===== config.mk =====
export PLATFORM = sky130hd
export DESIGN_NAME = xintc_flat
export DESIGN_NICKNAME = d
export VERILOG_FILES = /design/src/rtl/xintc_pkg.sv /design/src/rtl/xintc_if.sv /design/src/rtl/xintc_xencdr.sv /design/src/rtl/xintc.sv /design/src/flat_wrapper.sv
export SDC_FILE = /design/constraint.sdc
export NUM_CORES = 1
export LEC_CHECK = 0
export ABC_AREA = 0
export BUFFER_PORTS_ARGS = -buffer_cell sky130_fd_sc_hd__buf_2
export CAP_MARGIN = 0
export CORE_MARGIN = 3
export CORE_UTILIZATION = 54
export CTS_CLUSTER_SIZE = 25
export DETAILED_ROUTE_END_ITERATION = 8
export GPL_TIMING_DRIVEN = 0
export HOLD_SLACK_MARGIN = 0.02
export PLACE_DENSITY = 0.83
export SLEW_MARGIN = 40
export SYNTH_ARGS = -nofsm -noshare
export SYNTH_HDL_FRONTEND = slang
export SYNTH_HIERARCHICAL = 1
export SYNTH_SLANG_ARGS = --single-unit

===== constraint.sdc =====
create_clock -name clk -period 4.72 [get_ports clk]
set_clock_uncertainty 0.2 [all_clocks]
set_input_delay 0.236 -clock clk [delete_from_list [all_inputs] [get_ports clk]]
set_output_delay 0.236 -clock clk [all_outputs]
set_load 0.02 [all_outputs]

===== src/rtl/xintc_pkg.sv =====
// xintc package: interrupt-controller sizing, state encodings and helpers.
// Optional build macro: XINTC_LEVEL_EN (level-triggered pending register).
package xintc_pkg;

    // Number of interrupt lines; the encoder input is fixed at 32 bits.
    localparam int N_IRQ = 32;
    // Width of an interrupt ID, log2(N_IRQ).
    localparam int ID_W  = 5;

    // Arbitration state encodings, kept as plain constants for legacy tools.
    localparam logic [1:0] XINTC_IDLE = 2'd0;
    localparam logic [1:0] XINTC_PEND = 2'd1;
    localparam logic [1:0] XINTC_SERV = 2'd2;

    typedef logic [N_IRQ-1:0] irq_vec_t;
    typedef logic [ID_W-1:0]  irq_id_t;

    // One-hot vector selecting the pending bit of a given interrupt ID.
    function automatic irq_vec_t idOneHot(input irq_id_t id);
        irq_vec_t v;
        v     = '0;
        v[id] = 1'b1;
        return v;
    endfunction

endpackage


===== src/rtl/xintc_if.sv =====
// xintc bus interface: interrupt lines, mask access and the core handshake.
// The master side (core/CSR unit) drives requests; the slave side is xintc.
interface xintc_if;
    import xintc_pkg::*;

    irq_vec_t irq_in;
    logic     gie;
    logic     mask_we;
    irq_vec_t mask_wdata;
    irq_vec_t mask_out;
    irq_vec_t pend_out;
    logic     int_req;
    irq_id_t  int_id;
    logic     int_ack;
    logic     int_done;

    modport master (
        output irq_in, gie, mask_we, mask_wdata, int_ack, int_done,
        input  mask_out, pend_out, int_req, int_id
    );

    modport slave (
        input  irq_in, gie, mask_we, mask_wdata, int_ack, int_done,
        output mask_out, pend_out, int_req, int_id
    );

endinterface


===== src/rtl/xintc_xencdr.sv =====
// xencdr: combinational lowest-index priority encoder over 32 inputs.
// Index 0 wins; the output is 0 when no input is set.
module xencdr
    import xintc_pkg::*;
(
    input  irq_vec_t val_in,
    output irq_id_t  idx_out
);

    // Scan from the top down so the lowest set index is the last one written.
    always_comb begin
        idx_out = '0;
        for (int i = N_IRQ - 1; i >= 0; i--) begin
            if (val_in[i]) begin
                idx_out = ID_W'(i);
            end
        end
    end

endmodule


===== src/rtl/xintc.sv =====
// xintc: interrupt pending/mask stage with req/ack/done handshake to the core.
// Build macro XINTC_LEVEL_EN: when defined, pending mirrors irq_in each cycle
// (level-triggered, no ack clear); otherwise rising edges set pending bits.
module xintc
    import xintc_pkg::*;
(
    input logic   clk,
    input logic   rst,
    xintc_if.slave bus
);

    irq_vec_t   r_pend;
    irq_vec_t   r_mask;
    logic [1:0] r_state;
    logic       r_req;
    irq_id_t    r_id;

    irq_vec_t   w_eff;
    irq_id_t    w_enc_id;
    logic       w_any;
    logic       w_ack_pend;
    logic [1:0] w_next_state;

    assign w_eff      = r_pend & r_mask;
    assign w_any      = |w_eff;
    assign w_ack_pend = (r_state == XINTC_PEND) && bus.int_ack;

    xencdr u_encdr (
        .val_in  (w_eff),
        .idx_out (w_enc_id)
    );

`ifdef XINTC_LEVEL_EN
    // Pending simply follows the lines; the source clears it in its handler.
    always_ff @(posedge clk) begin
        if (rst) begin
            r_pend <= '0;
        end else begin
            r_pend <= bus.irq_in;
        end
    end
`else
    irq_vec_t r_irq_q;
    irq_vec_t w_rise;
    irq_vec_t w_clr;

    assign w_rise = bus.irq_in & ~r_irq_q;
    assign w_clr  = w_ack_pend ? idOneHot(r_id) : '0;

    // Capture rising edges; a fresh edge outranks the ack clear on the same bit.
    always_ff @(posedge clk) begin
        if (rst) begin
            r_irq_q <= '0;
            r_pend  <= '0;
        end else begin
            r_irq_q <= bus.irq_in;
            r_pend  <= (r_pend & ~w_clr) | w_rise;
        end
    end
`endif

    // Software mask register; a write is visible to arbitration next cycle.
    always_ff @(posedge clk) begin
        if (rst) begin
            r_mask <= '0;
        end else if (bus.mask_we) begin
            r_mask <= bus.mask_wdata;
        end
    end

    // Next-state logic: one request outstanding at a time, no nesting.
    always_comb begin
        w_next_state = r_state;
        case (r_state)
            XINTC_IDLE: if (bus.gie && w_any) w_next_state = XINTC_PEND;
            XINTC_PEND: if (bus.int_ack)      w_next_state = XINTC_SERV;
            XINTC_SERV: if (bus.int_done)     w_next_state = XINTC_IDLE;
            default:                          w_next_state = XINTC_IDLE;
        endcase
    end

    // State, registered request and the ID frozen when leaving IDLE.
    always_ff @(posedge clk) begin
        if (rst) begin
            r_state <= XINTC_IDLE;
            r_req   <= 1'b0;
            r_id    <= '0;
        end else begin
            r_state <= w_next_state;
            r_req   <= (w_next_state == XINTC_PEND);
            if (r_state == XINTC_IDLE && bus.gie && w_any) begin
                r_id <= w_enc_id;
            end
        end
    end

    assign bus.mask_out = r_mask;
    assign bus.pend_out = r_pend;
    assign bus.int_req  = r_req;
    assign bus.int_id   = r_id;

endmodule


===== src/flat_wrapper.sv =====
// flat-port wrapper written by rule: the top's interface ports become plain ports
module xintc_flat import xintc_pkg::*;
  (clk, rst, bus_irq_in, bus_gie, bus_mask_we, bus_mask_wdata, bus_int_ack, bus_int_done, bus_mask_out, bus_pend_out, bus_int_req, bus_int_id);
  xintc_if bus_i ();
  input logic clk;
  input logic rst;
  input wire logic [$bits(bus_i.irq_in)-1:0] bus_irq_in;
  input wire logic [$bits(bus_i.gie)-1:0] bus_gie;
  input wire logic [$bits(bus_i.mask_we)-1:0] bus_mask_we;
  input wire logic [$bits(bus_i.mask_wdata)-1:0] bus_mask_wdata;
  input wire logic [$bits(bus_i.int_ack)-1:0] bus_int_ack;
  input wire logic [$bits(bus_i.int_done)-1:0] bus_int_done;
  output wire logic [$bits(bus_i.mask_out)-1:0] bus_mask_out;
  output wire logic [$bits(bus_i.pend_out)-1:0] bus_pend_out;
  output wire logic [$bits(bus_i.int_req)-1:0] bus_int_req;
  output wire logic [$bits(bus_i.int_id)-1:0] bus_int_id;
  assign bus_i.irq_in = bus_irq_in;
  assign bus_i.gie = bus_gie;
  assign bus_i.mask_we = bus_mask_we;
  assign bus_i.mask_wdata = bus_mask_wdata;
  assign bus_i.int_ack = bus_int_ack;
  assign bus_i.int_done = bus_int_done;
  assign bus_mask_out = bus_i.mask_out;
  assign bus_pend_out = bus_i.pend_out;
  assign bus_int_req = bus_i.int_req;
  assign bus_int_id = bus_i.int_id;
  xintc u_core (.clk(clk), .rst(rst), .bus(bus_i));
endmodule

Word level (Yosys, flattened, before mapping) --
Index checks and enable logic that the tools add are counted.
Word-level totals: output and inout bits 70, register bits 104
Operators by class: reduce and logical (&&, ||, !) cells 7, magnitude comparators 2, bitwise logic cells 6, equality and inequality tests 3, multiplexer cells 39
Operators by type and width (count):
- 5-bit two-way mux | 32
- 32-bit bitwise AND | 3
- 32-bit NOT | 2
- 32-bit two-way mux | 1
- 32-bit bitwise OR | 1
- 32-bit OR reduction | 1
- 5-bit by 6-bit less-than comparator with 1-bit output, second input constant | 1
- 2-bit two-way mux | 3
- 2-bit case mux with 3 select lines | 1
- 1-bit demux with 5-bit select | 1
- 5-bit by 1-bit greater-or-equal comparator with 1-bit output, second input constant | 1
- 1-bit logical AND | 5
- 2-bit by 1-bit == test with 1-bit output, second input constant | 2
- 2-bit == test, second input constant | 1
- 2-bit zero test | 1
- 1-bit two-way mux | 1

Depth between registers and ports, before layout --
depth in word-level cells 33, depth in mapped cells 8, gate-level depth less buffers 8

By module --
Netlist, hierarchy kept.
By module, submodules not included:
- xintc | instances 1, cells an instance 396, area an instance 3860.0 um2, seq. area each 2082.0 um2
- xencdr | instances 1, cells an instance 63, area an instance 365.4 um2, seq. area each 0.0 um2

Worst setup path after synthesis --
OpenSTA, ideal clock, no wires.
path type reg-to-reg, from register u_core.r_pend[18] (netlist: u_core/bus.pend_out[18]), to register u_core.r_req (netlist: u_core/bus.int_req), cell stages (with the launch flop) 7, setup time 115 ps, arrival 2096 ps, path buffers 1, clock period less this slack 2411 ps, setup slack 2309 ps, cell sequence dfxtp_1 -> and2_1 -> or4_1 -> or4_1 -> o311a_1 -> buf_6 -> o21a_1
On the way: word-level cells in the longest chain between the ends 6
RTL lines:
- start: declaration | RTL line xintc.sv:12 | irq_vec_t r_pend;
- start signal: assignment | RTL line xintc.sv:57 | r_pend <= (r_pend & ~w_clr) | w_rise;
- 32-bit bitwise AND | RTL line xintc.sv:24 | assign w_eff = r_pend & r_mask;
- named net u_core.w_eff[18] | RTL line xintc.sv:18 | irq_vec_t w_eff;
- 32-bit OR reduction | RTL line xintc.sv:25 | assign w_any = |w_eff;
- 1-bit logical AND | RTL line xintc.sv:75 | XINTC_IDLE: if (bus.gie && w_any) w_next_state = XINTC_PEND;
- 2-bit two-way mux | RTL line xintc.sv:75
- 2-bit case mux with 3 select lines | RTL line xintc.sv:74 | case (r_state)
- 2-bit by 1-bit == test with 1-bit output | RTL line xintc.sv:90 | r_req <= (w_next_state == XINTC_PEND);
- end signal: assignment | RTL line xintc.sv:90
- end: declaration | RTL line xintc.sv:15 | logic r_req;
The timed path passes the listed nets, and every way through them passes these cells. A chain may end at the register's enable or synchronous reset.

Final worst setup path --
from register u_core.r_pend[19] (netlist: u_core/bus.pend_out[19]), to register u_core.r_req (netlist: u_core/bus.int_req)
The elaborated chain is that of the path after synthesis.

==> out/results.tsv <==
metric	value	unit
run status	completed	
setup ws final	2.18	ns
R2R cell count	6	
FF+latch count, synth	104	
total CTS buffers	9	
Leak	2.73	nW
hold slack	0.136	ns
Critical Path RT	4.77	ns
EDFF count, synth	0	
path type of the worst min-delay path	in2reg	
die span in x	94.5	µm
total die area	8920	µm²
post-synthesis cell type count	36	
syn_area_per_cell	9.21	µm²
Die Y-Extent	94.5	µm
CP Max Fanout	7	
Post-CTS Setup Bufs	0	
Max H-tree Level	3	
via count	4219	
top-count cell post-synth	dfxtp_1	
routability cong.	0.889	
vias in the first global route	4166	
nets@finish	743	
PortBufs	137	
Hold Path Depth	3	
peak supply drop	195	µV
HPWL after DPL	8.68	mm
most instantiated cells after synthesis	104 x dfxtp_1, 45 x nor2_1, 42 x nand2b_1	
Synth area leader	dfxtp_1	
initial drt markers	248	
largest net degree at the start of global routing	18	
maxcap violations	0	
FMAX	0.394	GHz
setup TNS	0	ns
crit share post-route	53.8	%
Startpoint Class	flip-flop	
CTS tree	done	
overall global routing resource usage	29.7	%
Pre-antenna DRT Iters	5	
WS Path Type	reg2reg	
Most used DFF post-synth	dfxtp_1	
CP arrival	2.59	ns
Worst-path clk slew	0.10	ns
Area growth syn-to-layout	40.3	%
sequential share of the synthesized area	49.3	%
Netlist Area Pre-Place	4230	µm²
CTS max path bufs	2	
FP Rows	31	
final max-slew violation count	0	
Hold Violations, Final	0	
synthesis warning total	6	
I/O Pins	140	
Post-route DRC	0	
fin crit period	2.54	ns
area post-placement	5030	µm²
Fillers	495	
clk root buf	clkbuf_8	
reg2reg setup slack	2.18	ns
worst slew pin tran	0.828	ns
final setup violation count	0	
top post-synthesis cells by area	dfxtp_1 49%, mux2i_1 8.8%, nand2b_1 6.2%, nor2b_1 5.0%, a21oi_1 4.9%	
routed wire length	13.3	mm
ys async rst share	0	%
register area	2080	µm²
TritonCTS Sinks	104	
drt wl/cell	17.0	µm
Post-DRT Antenna Nets	0	
dpl ws	2.28	ns
Post-Layout Inst Area	5930	µm²
RSZ-0062 raised after global routing	false	
P per Cell Area	335	nW/µm²
Slew headroom	44.8	%
syn nets	529	
grt total ovfl	0	
area of the multi-input gates	2040	µm²
Post-Syn Instances	459	
initial core utilization	57.0	%
share of cells above drive strength 1	24.0	%
via/cell ratio	5.42	
top-area cell type share of the netlist area	49.3	%
Crit. End Element	flip-flop	
Core Footprint	7410	µm²
global-route wire length before repair	20.4	mm
initial antenna violation count	0	
clk_lat worst skew	0.36	ns
==> worst max-delay path: stages, from the launching register on <==
cell	delay [ns]
dfxtp_1	0.35
and2_1	0.24
or4_1	0.50
or4_1	0.45
o311a_1	0.38
buf_6	0.14
o21a_1	0.18
==> power by group <==
group	total [W]	switching [W]	leakage, nW	internal (W)
combinational	0.000382	0.000207	1.75	0.000176
sequential	0.000982	0.0000446	0.864	0.000937
clock	0.000624	0.000305	0.115	0.000319
total	0.00199	0.000556	2.73	0.00143
==> layout make-up <==
| class | instances | area share (%) |
|---|---|---|
| inverter | 7 | 0.443 |
| tap | 99 | 2.09 |
| buffer | 18 | 1.27 |
| antenna | 2 | 0.0844 |
| sequential | 104 | 35.1 |
| timing repair buffer | 203 | 22.7 |
| clock buffer | 11 | 2.38 |
| multi-input combinational | 330 | 34.4 |
| clock inverter | 5 | 1.46 |
==> registers in the layout, summed over array words and instances (netlist names) <==
signal	cells
u_core/bus.pend_out	32
u_core/r_irq_q	32
u_core/bus.int_id	5
u_core/bus.mask_out	32
u_core/bus.int_req	1
u_core/r_state	2
==> cell usage in the layout, fill, tap and decap left out, types with 2 or more instances in the layout <==
cell,Yosys,final
a2111oi_0,2,2
a21oi_1,41,41
and2_1,30,30
and2_4,2,2
buf_1,5,5
buf_2,0,137
bufinv_16,0,2
clkbuf_1,12,13
clkbuf_8,0,10
dfxtp_1,104,104
diode_2,0,2
dlygate4sd3_1,0,66
inv_1,7,7
inv_6,0,2
mux2i_1,37,37
nand2_1,6,6
nand2b_1,42,42
nand3_1,2,2
nand3b_1,5,5
nor2_1,45,45
nor2b_1,34,34
nor3_1,6,6
nor4_1,12,12
o21a_1,3,3
o21ai_0,34,34
o31ai_1,4,4
or2_2,2,2
or3_1,2,2
or3b_2,3,3
or4_1,7,7
==> kinds of logic after synthesis <==
kind of cell / Yosys count / synth area share [%]
simple gates: 201 / 27.4
flops: 104 / 49.3
compound gates: 92 / 12.1
mux: 37 / 8.77
buf+inv: 25 / 2.40
==> worst paths after layout <==
check / start / to
worst max-delay path: u_core/bus.pend_out[19]$_SDFF_PP0_ / u_core/bus.int_req$_SDFF_PP0_
worst min-delay path: bus_mask_we / u_core/bus.mask_out[31]$_SDFFE_PP0P_
worst max register to register: u_core/bus.pend_out[19]$_SDFF_PP0_ / u_core/bus.int_req$_SDFF_PP0_
worst min register to register: u_core/r_irq_q[18]$_SDFF_PP0_ / u_core/bus.pend_out[18]$_SDFF_PP0_
==> per-layer routing <==
layer	vias to the layer above	GRT usage, %	wire [µm]
li1	2013	-	-
met1	1993	35.6	5340
met2	183	51.5	6700
met3	30	5.34	890
met4	0	13.7	332
met5	-	0	0
==> per-stage QoR <==
stage / util (%) / cells / power (W)
after detailed placement: 68.0 / 695 / 0.00133
after CTS: 80.0 / 777 / 0.00198
final: 80.0 / 779 / 0.00199
after global routing: 80.0 / 777 / 0.00206
after floorplan: - / 459 / 0.00120
after global placement: 68.0 / 695 / 0.00132
==> what timing repair did <==
item                                    4_1_cts  5_1_grt
endpoints found under the setup margin        0        0
endpoints found under the hold margin        99        0
hold buffers                                 66        0
gates resized for setup                       0        0
Power figures use the tool's default switching activity.
